`config.mk`:
```
export PLATFORM = sky130hd
export DESIGN_NAME = pipe_hazard_ctrl_flat
export DESIGN_NICKNAME = d
export VERILOG_FILES = /design/src/rtl/pipe_hazard_ctrl_pkg.sv /design/src/rtl/pipe_hazard_ctrl_if.sv /design/src/rtl/pipe_hazard_ctrl_inflight_track.sv /design/src/rtl/pipe_hazard_ctrl.sv /design/src/flat_wrapper.sv
export SDC_FILE = /design/constraint.sdc
export NUM_CORES = 1
export LEC_CHECK = 0
export BUFFER_PORTS_ARGS = -buffer_cell sky130_fd_sc_hd__buf_2
export CAP_MARGIN = 0
export CORE_MARGIN = 1
export CORE_UTILIZATION = 44
export DETAILED_ROUTE_END_ITERATION = 16
export PLACE_DENSITY = 0.77
export SETUP_SLACK_MARGIN = 0.2
export SYNTH_ARGS = -nofsm -noshare
export SYNTH_HDL_FRONTEND = slang
export SYNTH_SLANG_ARGS = --single-unit
```
`constraint.sdc`:
```
create_clock -name clk -period 1.65 [get_ports clk]
set_input_delay 0.0825 -clock clk [delete_from_list [all_inputs] [get_ports clk]]
set_output_delay 0.0825 -clock clk [all_outputs]
set_load 0.03 [all_outputs]
```
`src/rtl/pipe_hazard_ctrl_pkg.sv`:
```
// Shared types and constants for the 5-stage pipeline hazard controller:
// forwarding-mux codes, control FSM states and the in-flight tracker entry.
package pipe_ctrl_pkg;

    localparam int REG_AW      = 2;
    localparam int TRACK_DEPTH = 3;
    localparam int STG_EX      = 0;
    localparam int STG_MEM     = 1;
    localparam int STG_WB      = 2;

    localparam logic [1:0] FWD_RF  = 2'd0;
    localparam logic [1:0] FWD_EX  = 2'd1;
    localparam logic [1:0] FWD_MEM = 2'd2;
    localparam logic [1:0] FWD_WB  = 2'd3;

    // A load's data exists only once it has passed EX.
    localparam logic [TRACK_DEPTH-1:0] LD_READY = 3'b110;

    typedef enum logic [1:0] {
        RUN    = 2'd0,
        DRAIN  = 2'd1,
        HALTED = 2'd2
    } ctrl_state_t;

    typedef struct packed {
        logic              vld;
        logic [REG_AW-1:0] rd;
        logic              we;
        logic              ld;
    } inflight_t;

    localparam inflight_t INFLIGHT_EMPTY = '0;

    // Youngest matching stage wins; a match on a not-yet-ready load reads the RF.
    function automatic logic [1:0] fwd_pick(input logic used,
                                            input logic [TRACK_DEPTH-1:0] hit,
                                            input logic [TRACK_DEPTH-1:0] pend);
        logic [1:0] sel;
        logic       found;
        sel   = FWD_RF;
        found = 1'b0;
        for (int i = 0; i < TRACK_DEPTH; i++) begin
            if (used && !found && hit[i]) begin
                found = 1'b1;
                sel   = pend[i] ? FWD_RF : 2'(i + 1);
            end
        end
        return sel;
    endfunction

endpackage

```
`src/rtl/pipe_hazard_ctrl_if.sv`:
```
// ID-stage request and pipeline-control response bundle between the
// pipeline datapath (master) and the hazard controller (slave).
interface pipe_hazard_ctrl_if #(
    parameter int RA_W = 2
);
    logic            id_valid;
    logic [RA_W-1:0] id_rs1;
    logic            id_rs1_used;
    logic [RA_W-1:0] id_rs2;
    logic            id_rs2_used;
    logic [RA_W-1:0] id_rd;
    logic            id_rd_we;
    logic            id_is_load;
    logic            halt_req;

    logic            pc_en;
    logic            ifid_en;
    logic            idex_bubble;
    logic            issue;
    logic [1:0]      fwd_sel_a;
    logic [1:0]      fwd_sel_b;
    logic            halted;
    logic [15:0]     stall_cnt;

    modport master (
        output id_valid, id_rs1, id_rs1_used, id_rs2, id_rs2_used,
               id_rd, id_rd_we, id_is_load, halt_req,
        input  pc_en, ifid_en, idex_bubble, issue, fwd_sel_a, fwd_sel_b,
               halted, stall_cnt
    );

    modport slave (
        input  id_valid, id_rs1, id_rs1_used, id_rs2, id_rs2_used,
               id_rd, id_rd_we, id_is_load, halt_req,
        output pc_en, ifid_en, idex_bubble, issue, fwd_sel_a, fwd_sel_b,
               halted, stall_cnt
    );

endinterface

```
`src/rtl/pipe_hazard_ctrl_inflight_track.sv`:
```
// Three-entry EX/MEM/WB shift register of in-flight destinations, with
// per-stage source-match and load-not-ready flags.
module pipe_inflight_track
    import pipe_ctrl_pkg::*;
#(
    parameter int RA_W = REG_AW
) (
    input  logic                   clk,
    input  logic                   reset,
    input  inflight_t              ins_i,
    input  logic [RA_W-1:0]        rs1_i,
    input  logic [RA_W-1:0]        rs2_i,
    output logic [TRACK_DEPTH-1:0] hit1_o,
    output logic [TRACK_DEPTH-1:0] hit2_o,
    output logic [TRACK_DEPTH-1:0] pend_o,
    output logic                   busy_o
);

    inflight_t                stage_q [TRACK_DEPTH];
    inflight_t                stage_d [TRACK_DEPTH];
    logic [TRACK_DEPTH-1:0]   vld_vec;

    genvar gi;
    generate
        for (gi = 0; gi < TRACK_DEPTH; gi++) begin : g_stage
            if (gi == 0) begin : g_head
                assign stage_d[gi] = ins_i;
            end else begin : g_shift
                assign stage_d[gi] = stage_q[gi-1];
            end

            assign vld_vec[gi] = stage_q[gi].vld;
            assign hit1_o[gi]  = stage_q[gi].vld & stage_q[gi].we & (stage_q[gi].rd == rs1_i);
            assign hit2_o[gi]  = stage_q[gi].vld & stage_q[gi].we & (stage_q[gi].rd == rs2_i);
            assign pend_o[gi]  = stage_q[gi].vld & stage_q[gi].ld & ~LD_READY[gi];
        end
    endgenerate

    always_ff @(posedge clk or posedge reset) begin
        if (reset) begin
            for (int i = 0; i < TRACK_DEPTH; i++) begin
                stage_q[i] <= INFLIGHT_EMPTY;
            end
        end else begin
            for (int i = 0; i < TRACK_DEPTH; i++) begin
                stage_q[i] <= stage_d[i];
            end
        end
    end

    assign busy_o = |vld_vec;

endmodule

```
`src/rtl/pipe_hazard_ctrl.sv`:
```
// Hazard/forwarding/halt controller for the 5-stage 8-bit pipeline.
// Optional load-use stall counter enabled by defining HAZ_PERF_CNT_EN.
module pipe_hazard_ctrl
    import pipe_ctrl_pkg::*;
#(
    parameter int RA_W = REG_AW
) (
    input logic               clk,
    input logic               reset,
    pipe_hazard_ctrl_if.slave bus
);

    ctrl_state_t            state_q, state_d;
    logic [TRACK_DEPTH-1:0] hit1, hit2, pend;
    logic                   busy;
    logic                   hazard;
    logic                   go;
    logic                   issue;
    inflight_t              ins;

    assign ins = '{vld: issue, rd: bus.id_rd, we: bus.id_rd_we, ld: bus.id_is_load};

    pipe_inflight_track #(.RA_W(RA_W)) u_track (
        .clk    (clk),
        .reset  (reset),
        .ins_i  (ins),
        .rs1_i  (bus.id_rs1),
        .rs2_i  (bus.id_rs2),
        .hit1_o (hit1),
        .hit2_o (hit2),
        .pend_o (pend),
        .busy_o (busy)
    );

    // Only a load sitting in EX can stall: its value appears after MEM.
    assign hazard = bus.id_valid & pend[STG_EX] &
                    ((bus.id_rs1_used & hit1[STG_EX]) | (bus.id_rs2_used & hit2[STG_EX]));

    always_ff @(posedge clk or posedge reset) begin
        if (reset) begin
            state_q <= RUN;
        end else begin
            state_q <= state_d;
        end
    end

    always_comb begin
        state_d = state_q;
        go      = 1'b0;
        issue   = 1'b0;
        case (state_q)
            RUN: begin
                if (bus.halt_req) begin
                    state_d = DRAIN;
                end
            end
            DRAIN: begin
                if (!busy) begin
                    state_d = HALTED;
                end
            end
            HALTED: begin
                if (!bus.halt_req) begin
                    state_d = RUN;
                end
            end
            default: state_d = RUN;
        endcase
        // halt_req outranks a load-use hazard; reset forces everything idle.
        go    = !reset && (state_q == RUN) && !bus.halt_req && !hazard;
        issue = go && bus.id_valid;
    end

    assign bus.pc_en       = go;
    assign bus.ifid_en     = go;
    assign bus.issue       = issue;
    assign bus.idex_bubble = !issue;
    assign bus.halted      = (state_q == HALTED);
    assign bus.fwd_sel_a   = fwd_pick(bus.id_rs1_used, hit1, pend);
    assign bus.fwd_sel_b   = fwd_pick(bus.id_rs2_used, hit2, pend);

`ifdef HAZ_PERF_CNT_EN
    logic        stall_inc;
    logic [15:0] stall_cnt_q, stall_cnt_d;

    assign stall_inc = hazard && (state_q == RUN) && !bus.halt_req;

    always_comb begin
        stall_cnt_d = stall_cnt_q;
        if (stall_inc && (stall_cnt_q != 16'hFFFF)) begin
            stall_cnt_d = stall_cnt_q + 16'd1;
        end
    end

    always_ff @(posedge clk or posedge reset) begin
        if (reset) begin
            stall_cnt_q <= 16'd0;
        end else begin
            stall_cnt_q <= stall_cnt_d;
        end
    end

    assign bus.stall_cnt = stall_cnt_q;
`else
    assign bus.stall_cnt = 16'd0;
`endif

endmodule

```
`src/flat_wrapper.sv`:
```
// flat-port wrapper written by rule: the top's interface ports become plain ports
module pipe_hazard_ctrl_flat import pipe_ctrl_pkg::*;
#(
    parameter int RA_W = REG_AW
)
  (clk, reset, bus_id_valid, bus_id_rs1, bus_id_rs1_used, bus_id_rs2, bus_id_rs2_used, bus_id_rd, bus_id_rd_we, bus_id_is_load, bus_halt_req, bus_pc_en, bus_ifid_en, bus_idex_bubble, bus_issue, bus_fwd_sel_a, bus_fwd_sel_b, bus_halted, bus_stall_cnt);
  pipe_hazard_ctrl_if #(.RA_W(RA_W)) bus_i ();
  input logic clk;
  input logic reset;
  input wire logic [$bits(bus_i.id_valid)-1:0] bus_id_valid;
  input wire logic [$bits(bus_i.id_rs1)-1:0] bus_id_rs1;
  input wire logic [$bits(bus_i.id_rs1_used)-1:0] bus_id_rs1_used;
  input wire logic [$bits(bus_i.id_rs2)-1:0] bus_id_rs2;
  input wire logic [$bits(bus_i.id_rs2_used)-1:0] bus_id_rs2_used;
  input wire logic [$bits(bus_i.id_rd)-1:0] bus_id_rd;
  input wire logic [$bits(bus_i.id_rd_we)-1:0] bus_id_rd_we;
  input wire logic [$bits(bus_i.id_is_load)-1:0] bus_id_is_load;
  input wire logic [$bits(bus_i.halt_req)-1:0] bus_halt_req;
  output wire logic [$bits(bus_i.pc_en)-1:0] bus_pc_en;
  output wire logic [$bits(bus_i.ifid_en)-1:0] bus_ifid_en;
  output wire logic [$bits(bus_i.idex_bubble)-1:0] bus_idex_bubble;
  output wire logic [$bits(bus_i.issue)-1:0] bus_issue;
  output wire logic [$bits(bus_i.fwd_sel_a)-1:0] bus_fwd_sel_a;
  output wire logic [$bits(bus_i.fwd_sel_b)-1:0] bus_fwd_sel_b;
  output wire logic [$bits(bus_i.halted)-1:0] bus_halted;
  output wire logic [$bits(bus_i.stall_cnt)-1:0] bus_stall_cnt;
  assign bus_i.id_valid = bus_id_valid;
  assign bus_i.id_rs1 = bus_id_rs1;
  assign bus_i.id_rs1_used = bus_id_rs1_used;
  assign bus_i.id_rs2 = bus_id_rs2;
  assign bus_i.id_rs2_used = bus_id_rs2_used;
  assign bus_i.id_rd = bus_id_rd;
  assign bus_i.id_rd_we = bus_id_rd_we;
  assign bus_i.id_is_load = bus_id_is_load;
  assign bus_i.halt_req = bus_halt_req;
  assign bus_pc_en = bus_i.pc_en;
  assign bus_ifid_en = bus_i.ifid_en;
  assign bus_idex_bubble = bus_i.idex_bubble;
  assign bus_issue = bus_i.issue;
  assign bus_fwd_sel_a = bus_i.fwd_sel_a;
  assign bus_fwd_sel_b = bus_i.fwd_sel_b;
  assign bus_halted = bus_i.halted;
  assign bus_stall_cnt = bus_i.stall_cnt;
  pipe_hazard_ctrl #(.RA_W(RA_W)) u_core (.clk(clk), .reset(reset), .bus(bus_i));
endmodule
```
==> results of run 1 <==
registers in the layout, indices dropped and copies added (netlist names):
signal and flops:
u_core.u_track.stage_d 9, u_core.u_track.stage_q 4, u_core.state_q 2
worst register-to-register path, cell delays in order, from the launching register on:
cell and delay [ns]:
dfrtp_1 0.41, xor2_1 0.16, nor3_2 0.19, a22o_2 0.25
a31oi_4 0.11
report_power, final:
| part | leakage, nW | total, mW | internal (mW) | switching, mW |
|---|---|---|---|---|
| registers | 0.183 | 0.454 | 0.409 | 0.0450 |
| clock network | 0.0150 | 0.198 | 0.0938 | 0.104 |
| logic | 0.320 | 0.305 | 0.113 | 0.191 |
| total | 0.518 | 0.956 | 0.616 | 0.340 |
per-layer routing:
| layer | up-vias | routed length, um |
|---|---|---|
| li1 | 311 | - |
| met4 | 0 | 38 |
| met5 | - | 0 |
| met1 | 305 | 605 |
| met3 | 5 | 82 |
| met2 | 33 | 827 |
final cells by class:
cell class / instances / area share
clock buffer: 4 / 0.02370
inverter: 1 / 0.003386
multi-input combinational: 63 / 0.3894
sequential: 15 / 0.3386
tap: 25 / 0.02822
timing repair buffer: 32 / 0.2167
final timing paths:
kind                                        endpoint  cells past startpoint
setup / recovery                     bus_idex_bubble                      5
hold / removal                     u_core.state_q[1]                      3
setup reg to reg           u_core.u_track.stage_d[9]                      4
hold reg to reg            u_core.u_track.stage_d[1]                      0
max in group asynchronous  u_core.u_track.stage_d[2]                      3
min in group asynchronous  u_core.u_track.stage_d[4]                      3
stage by stage:
| stage | utilization | setup TNS (ns) | hold WS, ns | total power [mW] |
|---|---|---|---|---|
| global placement | 0.5420 | 0 | 0.1528 | 0.7088 |
| floorplan | - | -0.002738 | -0.01602 | 0.6772 |
| detailed placement | 0.5420 | 0 | 0.1551 | 0.7179 |
| finish | 0.6420 | -0.08139 | 0.1150 | 0.9563 |
| global route | 0.6420 | -0.5740 | 0.1196 | 1.008 |
| CTS | 0.6370 | -0.2721 | 0.1106 | 0.9600 |
placed cells by master, fill, tap and decap left out, types with 2 or more instances in the layout:
| cell type | n |
|---|---|
| xor2_1 | 11 |
| buf_6 | 6 |
| buf_2 | 14 |
| nand3_2 | 2 |
| conb_1 | 16 |
| nor2_1 | 4 |
| dfrtp_1 | 15 |
| nand2_1 | 8 |
| buf_4 | 7 |
| nor3_2 | 4 |
| clkbuf_4 | 3 |
| dlygate4sd3_1 | 5 |
cell families after synthesis:
family	count (synthesis)	share of synthesized area
compound gates	9	0.07680
xor+xnor	12	0.1290
buf+inv	18	0.1613
simple gates	26	0.1674
flops	15	0.4608
other cells	1	0.004604
timing repair:
item | CTS | global route
pin swaps | 7 | 2
gates resized for setup | 20 | 2
hold buffers | 5 | 0
setup endpoints to repair | 8 | 8
setup buffers | 2 | 0
endpoints found under the hold margin | 19 | 0
==> flow_summary.toml, run 1 <==
[cts]
clk_latency_ns = 0.28
tritoncts = "yes"
htree_levels = 1
cts.clk_slew.worst_paths_ns = 0.08
clockBufferDepth = 2
ctsRootBufferMaster = "clkbuf_4"
numCtsBuffers = 3
cts.sink_count = 15

[route]
vias = 654
drc = 0
viasPerCell = 4.671
drt_pass1_iterations = 4
drtIter0Drc = 4
wirelength_mm = 1.552
post_drt_wl_per_cell_um = 11.09
ant_nets = 0

[die]
die-area_mm2 = 0.002027
initial_core_util = 0.4717
fp.dieW_um = 45.03
core_area_mm2 = 0.001727
fp.dieH_um = 45.03
ioPinCount = 39
num_rows = 15

[grt]
grtUsageMet3 = 0.01600
grt_pass1_vias = 624
grt_pass1_wl_mm = 2.463
grt_usage = 0.1733
grtUsageMet1 = 0.1885
grt.busiest_layer = "met2"
grt_max_degree = 16
antenna_found_initial = 0
grt_overflow = 0
grt_use_met2 = 0.3159

[yosys]
synthArstFlopShare = 1.000
ys_types = 25
synth_common_cells = "buf_4, dfrtp_1, xor2_1"
synth-main-ff-cell = "dfrtp_1"
yosysWarnings = 0
synth-edff-count = 0
ys_seq_elements = 15
yosysMostFrequentCell = "buf_4"
netlist_area_um2 = 814.5
synth.top_cell.area_share = 0.4608
ys_seq_area_frac = 0.4608
ys_top_cells_by_area = "dfrtp_1, buf_4, xor2_1"
synth.avg_cell_area_um2 = 10.06
synth_cells = 81
yosysTopAreaCell = "dfrtp_1"

[timing]
setup_viol = 3
hold_viol_final = 0
worst_slew_pin_slew_ns = 0.5244
finalWorstSetupSlack_ns = -0.03319
post-route-period-util = 1.020
finalClockSkew_ns = 0.001159
rsz0062_at_grt = "yes"
max_freq_mhz = 594.1
relSlewSlack = 0.6500
drv_slew = 0
min_period_ns = 1.683

[placed_design]
dp_cells = 129
placed_area_um2 = 935.9
post-place-ws_ns = 0.1487
port_buffers = 22
place.gp.congestion = 0.7844
hpwl_mm = 1.180

[worst_setup_path]
reg2reg_from = "u_core.u_track.stage_d[8]"
rrSetupSlack_ns = 0.40
cp_num_buf_inv = 1
cp_top_family = "compound AO/OA/AOI/OAI gates"
worst_ep_arrival_time_ns = 1.60
worstPathRequired_ns = 1.57
startpoint = "u_core.u_track.stage_d[8]"
critPathMaxStageDelay_ns = 0.41
critPathLaunchType = "flop"
cp_slowest_cell = "dfrtp_1"
crit_chain = "xor2_1 -> nor3_2 -> a22o_2 -> a31o_1 -> buf_6"
worstSetupPathType = "reg -> out"
end_kind = "output pin"
critPathMaxFanout = 3

[power_and_ir_drop]
p_leak_nw = 0.5179
irDropWorstVdd_uv = 793.8
p_per_area_mw_per_mm2 = 862.6

[finish]
fillCellCount = 139
antenna_cells = 0
area_growth_pct = 36.10
multi_input_area_um2 = 431.7
final_area_mm2 = 0.001109
final_layout_size_suffix_gt1_frac = 0.3739
fin_cells = 140
seq_area_um2 = 375.4
nNetsFinal = 130

[run_status]
violations = "setup timing"
status = "finished with violations"

[worst_hold_path]
hold_path.class = "in -> reg"
hp-start = "bus_halt_req"

[flow_run]
maxCapViolations = 0
(Power assumes the default switching activity.)
==> inputs of run 2 (changes only) <==
clock period = 2.1 ns   (was 1.65 ns; I/O delays follow)
==> flow_summary.toml, run 2 (same netlist as run 1, synthesis figures left out) <==
[grt]
grt_max_degree = 16
grt_overflow = 0
grtUsageMet3 = 0.03600
grtUsageMet1 = 0.1759
grt.busiest_layer = "met2"
grt_pass1_vias = 569
antenna_found_initial = 0
grt_pass1_wl_mm = 2.208
grt_use_met2 = 0.2580
grt_usage = 0.1607

[route]
viasPerCell = 4.926
ant_nets = 0
drtIter0Drc = 20
vias = 665
post_drt_wl_per_cell_um = 12.06
wirelength_mm = 1.628
drc = 0
drt_pass1_iterations = 4

[timing]
hold_viol_final = 0
min_period_ns = 1.856
holdWs_ns = 0.1048
finalClockSkew_ns = 0.005672
rsz0062_at_grt = "no"
post-route-period-util = 0.8840
drv_slew = 0
worst_slew_pin_slew_ns = 0.5158
setup_viol = 0
finalWorstSetupSlack_ns = 0.2436
tns_ns = 0
max_freq_mhz = 538.7
relSlewSlack = 0.6557

[finish]
fin_util = 0.5928
largest_reg_flops = 9
area_growth_pct = 25.65
final_common_cell = "buf_2"
fin_cells = 135
layout_common_cells = "buf_2, conb_1, dfrtp_1"
final_area_mm2 = 0.001023
multi_input_area_um2 = 419.2
nNetsFinal = 125
antenna_cells = 0
fillCellCount = 140
seq_area_um2 = 377.9
final_layout_size_suffix_gt1_frac = 0.3182

[worst_setup_path]
end_kind = "output pin"
rrSetupSlack_ns = 0.74
worst_ep_arrival_time_ns = 1.75
reg2reg_from = "u_core.u_track.stage_d[7]"
critPathLaunchType = "flop"
reg2regPathDepth = 4
worstPathRequired_ns = 2.00
worstSetupPathType = "reg -> out"
critPathMaxFanout = 4
r2r_end = "u_core.u_track.stage_d[9]"
endpoint = "bus_idex_bubble"
startpoint = "u_core.u_track.stage_d[7]"

[cts]
tritoncts = "yes"
cts.sink_count = 15
numCtsBuffers = 3
clockBufferDepth = 2
cts.clk_slew.worst_paths_ns = 0.08
clk_latency_ns = 0.28
ctsRootBufferMaster = "clkbuf_4"
post_cts_buffers = 0
htree_levels = 1

[power_and_ir_drop]
p_per_area_mw_per_mm2 = 723.9
pwr-share-comb = 0.294
p_switching_mw = 0.2751
p_int_mw = 0.4658
switching_share = 0.3713
p_seq_frac = 0.493
p_leak_nw = 0.4892
irDropWorstVdd_uv = 442.5
pwr-share-clk = 0.212
power.total_mw = 0.7409

[run_status]
status = "complete, no violations"

[die]
ioPinCount = 39
fp.dieW_um = 45.03
initial_core_util = 0.4717
fp.dieH_um = 45.03
core_area_mm2 = 0.001727
num_rows = 15
die-area_mm2 = 0.002027

[placed_design]
port_buffers = 22
hpwl_mm = 1.098
dp_cells = 126
post-place-ws_ns = 0.5706
place.gp.congestion = 0.8468
placed_area_um2 = 884.6

[worst_hold_path]
hold_path.class = "in -> reg"

[flow_run]
maxCapViolations = 0
-- run 2: power by group through the flow --
stage	Sequential, mW	Clock [mW]	Combinational, mW
2_1_floorplan	0.354	0	0.173
3_3_place_gp	0.358	0	0.190
3_5_place_dp	0.360	0	0.193
4_1_cts	0.355	0.163	0.200
5_1_grt	0.373	0.175	0.236
6_report	0.366	0.157	0.218
-- run 2: worst min path at each step --
stage                 start                         to  cells past startpoint
2_1_floorplan         reset          u_core.state_q[0]                      1
3_3_place_gp          reset  u_core.u_track.stage_d[5]                      2
3_5_place_dp          reset  u_core.u_track.stage_d[4]                      2
4_1_cts        bus_id_valid  u_core.u_track.stage_d[9]                      3
5_1_grt        bus_id_valid  u_core.u_track.stage_d[9]                      3
6_report       bus_id_valid  u_core.u_track.stage_d[9]                      3
-- run 2: worst max-delay path: stages, from the launching register on --
cell     delay [ns]
dfrtp_1        0.45
xor2_2         0.22
nor3_4         0.22
a22o_1         0.22
a31o_1         0.19
buf_4          0.17
-- run 2: area by class of cell --
class	count	share of cell area
multi-input cells	63	0.4095
inverters	1	0.003667
clock buffers	4	0.02567
flip-flops and latches	15	0.3692
repair buffers	27	0.1614
well taps	25	0.03056
-- run 2: layer usage --
layer  vias up  part of all wire
li1        297                 -
met4         0             0.053
met5         -                 0
met3         8             0.061
met2        38              0.49
met1       322              0.40
-- run 2: timing repair --
action | 4_1_cts | 5_1_grt
resized for setup | 0 | 14
endpoints found under the setup margin | 0 | 2
hold endpoints to repair | 19 | 0
hold buffers | 5 | 0
==> inputs of run 3 (changes only) <==
ABC_AREA = 1   (was not set)
CAP_MARGIN = not set   (was 0)
PLACE_DENSITY = 0.76   (was 0.77)
==> flow_summary.toml, run 3 <==
[timing]
finalClockSkew_ns = 0.0009668
max_freq_mhz = 612.5
rsz0062_at_grt = "no"
min_period_ns = 1.633
setup_viol = 0
tns_ns = 0
relSlewSlack = 0.6386
worst_slew_pin_slew_ns = 0.5415
hold_viol_final = 0
post-route-period-util = 0.7774
finalWorstSetupSlack_ns = 0.4674
drv_slew = 0
holdWs_ns = 0.07292

[grt]
grt_usage = 0.1607
grt_overflow = 0
grt_pass1_wl_mm = 2.359
grt_max_degree = 16
antenna_found_initial = 0
grt_pass1_vias = 600

[yosys]
ys_top_cells_by_area = "dfrtp_1, buf_4, nand2_1"
ys_types = 22
yosysTopAreaCell = "dfrtp_1"
ys_seq_area_frac = 0.4329
synth-edff-count = 0
synth_cells = 110
yosysWarnings = 0
synth_common_cells = "nand2_1, buf_4, dfrtp_1"
ys_seq_elements = 15
netlist_area_um2 = 867.1
synth-main-ff-cell = "dfrtp_1"
synth.top_cell.area_share = 0.4329
synth.avg_cell_area_um2 = 7.883
synthArstFlopShare = 1.000
yosysMostFrequentCell = "nand2_1"

[route]
drt_pass1_iterations = 4
viasPerCell = 4.439
wirelength_mm = 1.444
ant_nets = 0
drc = 0
drtIter0Drc = 14
vias = 728
post_drt_wl_per_cell_um = 8.805

[cts]
clk_latency_ns = 0.27
clockBufferDepth = 2
ctsRootBufferMaster = "clkbuf_4"
cts.clk_slew.worst_paths_ns = 0.08
numCtsBuffers = 3
htree_levels = 1
cts.sink_count = 15
tritoncts = "yes"

[finish]
antenna_cells = 0
final_common_cell = "nand2_1"
largest_reg_flops = 9
final_layout_size_suffix_gt1_frac = 0.2158
fin_util = 0.5684
fillCellCount = 162
layout_common_cells = "nand2_1, buf_2, conb_1"
fin_cells = 164
area_growth_pct = 16.88
nNetsFinal = 154

[placed_design]
port_buffers = 22
hpwl_mm = 1.199
dp_cells = 155
post-place-ws_ns = 0.7500
place.gp.congestion = 0.9056

[worst_setup_path]
worstPathRequired_ns = 2.00
critPathMaxFanout = 3
worst_ep_arrival_time_ns = 1.53
worstSetupPathType = "reg -> out"
end_kind = "output pin"
critPathLaunchType = "flop"

[die]
core_area_mm2 = 0.001783
fp.dieH_um = 46.39
num_rows = 15
fp.dieW_um = 46.39
ioPinCount = 39
initial_core_util = 0.4863
die-area_mm2 = 0.002152

[run_status]
status = "complete, no violations"

[power_and_ir_drop]
p_leak_nw = 0.5868
irDropWorstVdd_uv = 460.4
p_per_area_mw_per_mm2 = 695.6

[flow_run]
maxCapViolations = 0

[worst_hold_path]
hold_path.class = "in -> reg"
-- run 3: logic make-up (layout without fill, tap and decap cells) --
logic type,Yosys count,after routing,share of synthesized area
simple gates,52,52,0.2713
buf+inv,31,45,0.2078
compound gates,7,7,0.04328
xor+xnor,4,4,0.04041
other cells,1,16,0.004325
flops,15,15,0.4329
-- run 3: what timing repair did --
action / 4_1_cts / 5_1_grt
hold buffers: 5 / 0
hold endpoints to repair: 19 / 0
resized for setup: 0 / 0
buffers inserted: 0 / 0
-- run 3: final timing paths --
path	to	cells after the start	from	slack [ns]
min reg2reg	u_core.u_track.stage_q[1]	0	u_core.u_track.stage_d[1]	0.38
min in group asynchronous	u_core.state_q[0]	3	reset	0.43
max reg2reg	u_core.u_track.stage_d[9]	7	u_core.u_track.stage_d[7]	0.97
max	bus_issue	4	u_core.state_q[1]	0.47
max in group asynchronous	u_core.u_track.stage_d[3]	3	reset	1.32
min	u_core.state_q[0]	3	bus_halt_req	0.07
-- run 3: power breakdown --
group	internal [mW]	switching (mW)
Sequential	0.319	0.0253
Clock	0.0735	0.0781
Combinational	0.0605	0.148
Total	0.453	0.252
-- run 3: cell type report --
class	instances	area, um2	area share
well taps	25	31.28	0.03086
repair buffers	27	160.2	0.1580
inverters	14	52.55	0.05185
flip-flops and latches	15	375.4	0.3704
multi-input cells	79	367.9	0.3630
clock buffers	4	26.28	0.02593
-- run 3: critical path, stage by stage, from the launching register on --
cell,delay (ns)
dfrtp_1,0.39
nor4_1,0.44
nand2_2,0.11
nor2_2,0.11
buf_2,0.21
-- run 3: routing by layer --
metal,global-route usage,vias up,routed length [um],part of all wire
met3,0.03529,2,73,0.051
met5,0,-,0,0
met1,0.2275,323,686,0.48
met4,0.1176,0,19,0.013
li1,-,375,-,-
met2,0.2111,28,663,0.46
-- run 3: metrics by stage --
| stage | area [um2] | power (mW) |
|---|---|---|
| floorplan | 923.4 | 0.5263 |
| global placement | 937.1 | 0.5455 |
| detailed placement | 937.1 | 0.5526 |
| CTS | 1013 | 0.7145 |
| global route | 1013 | 0.7569 |
| finish | 1013 | 0.7050 |
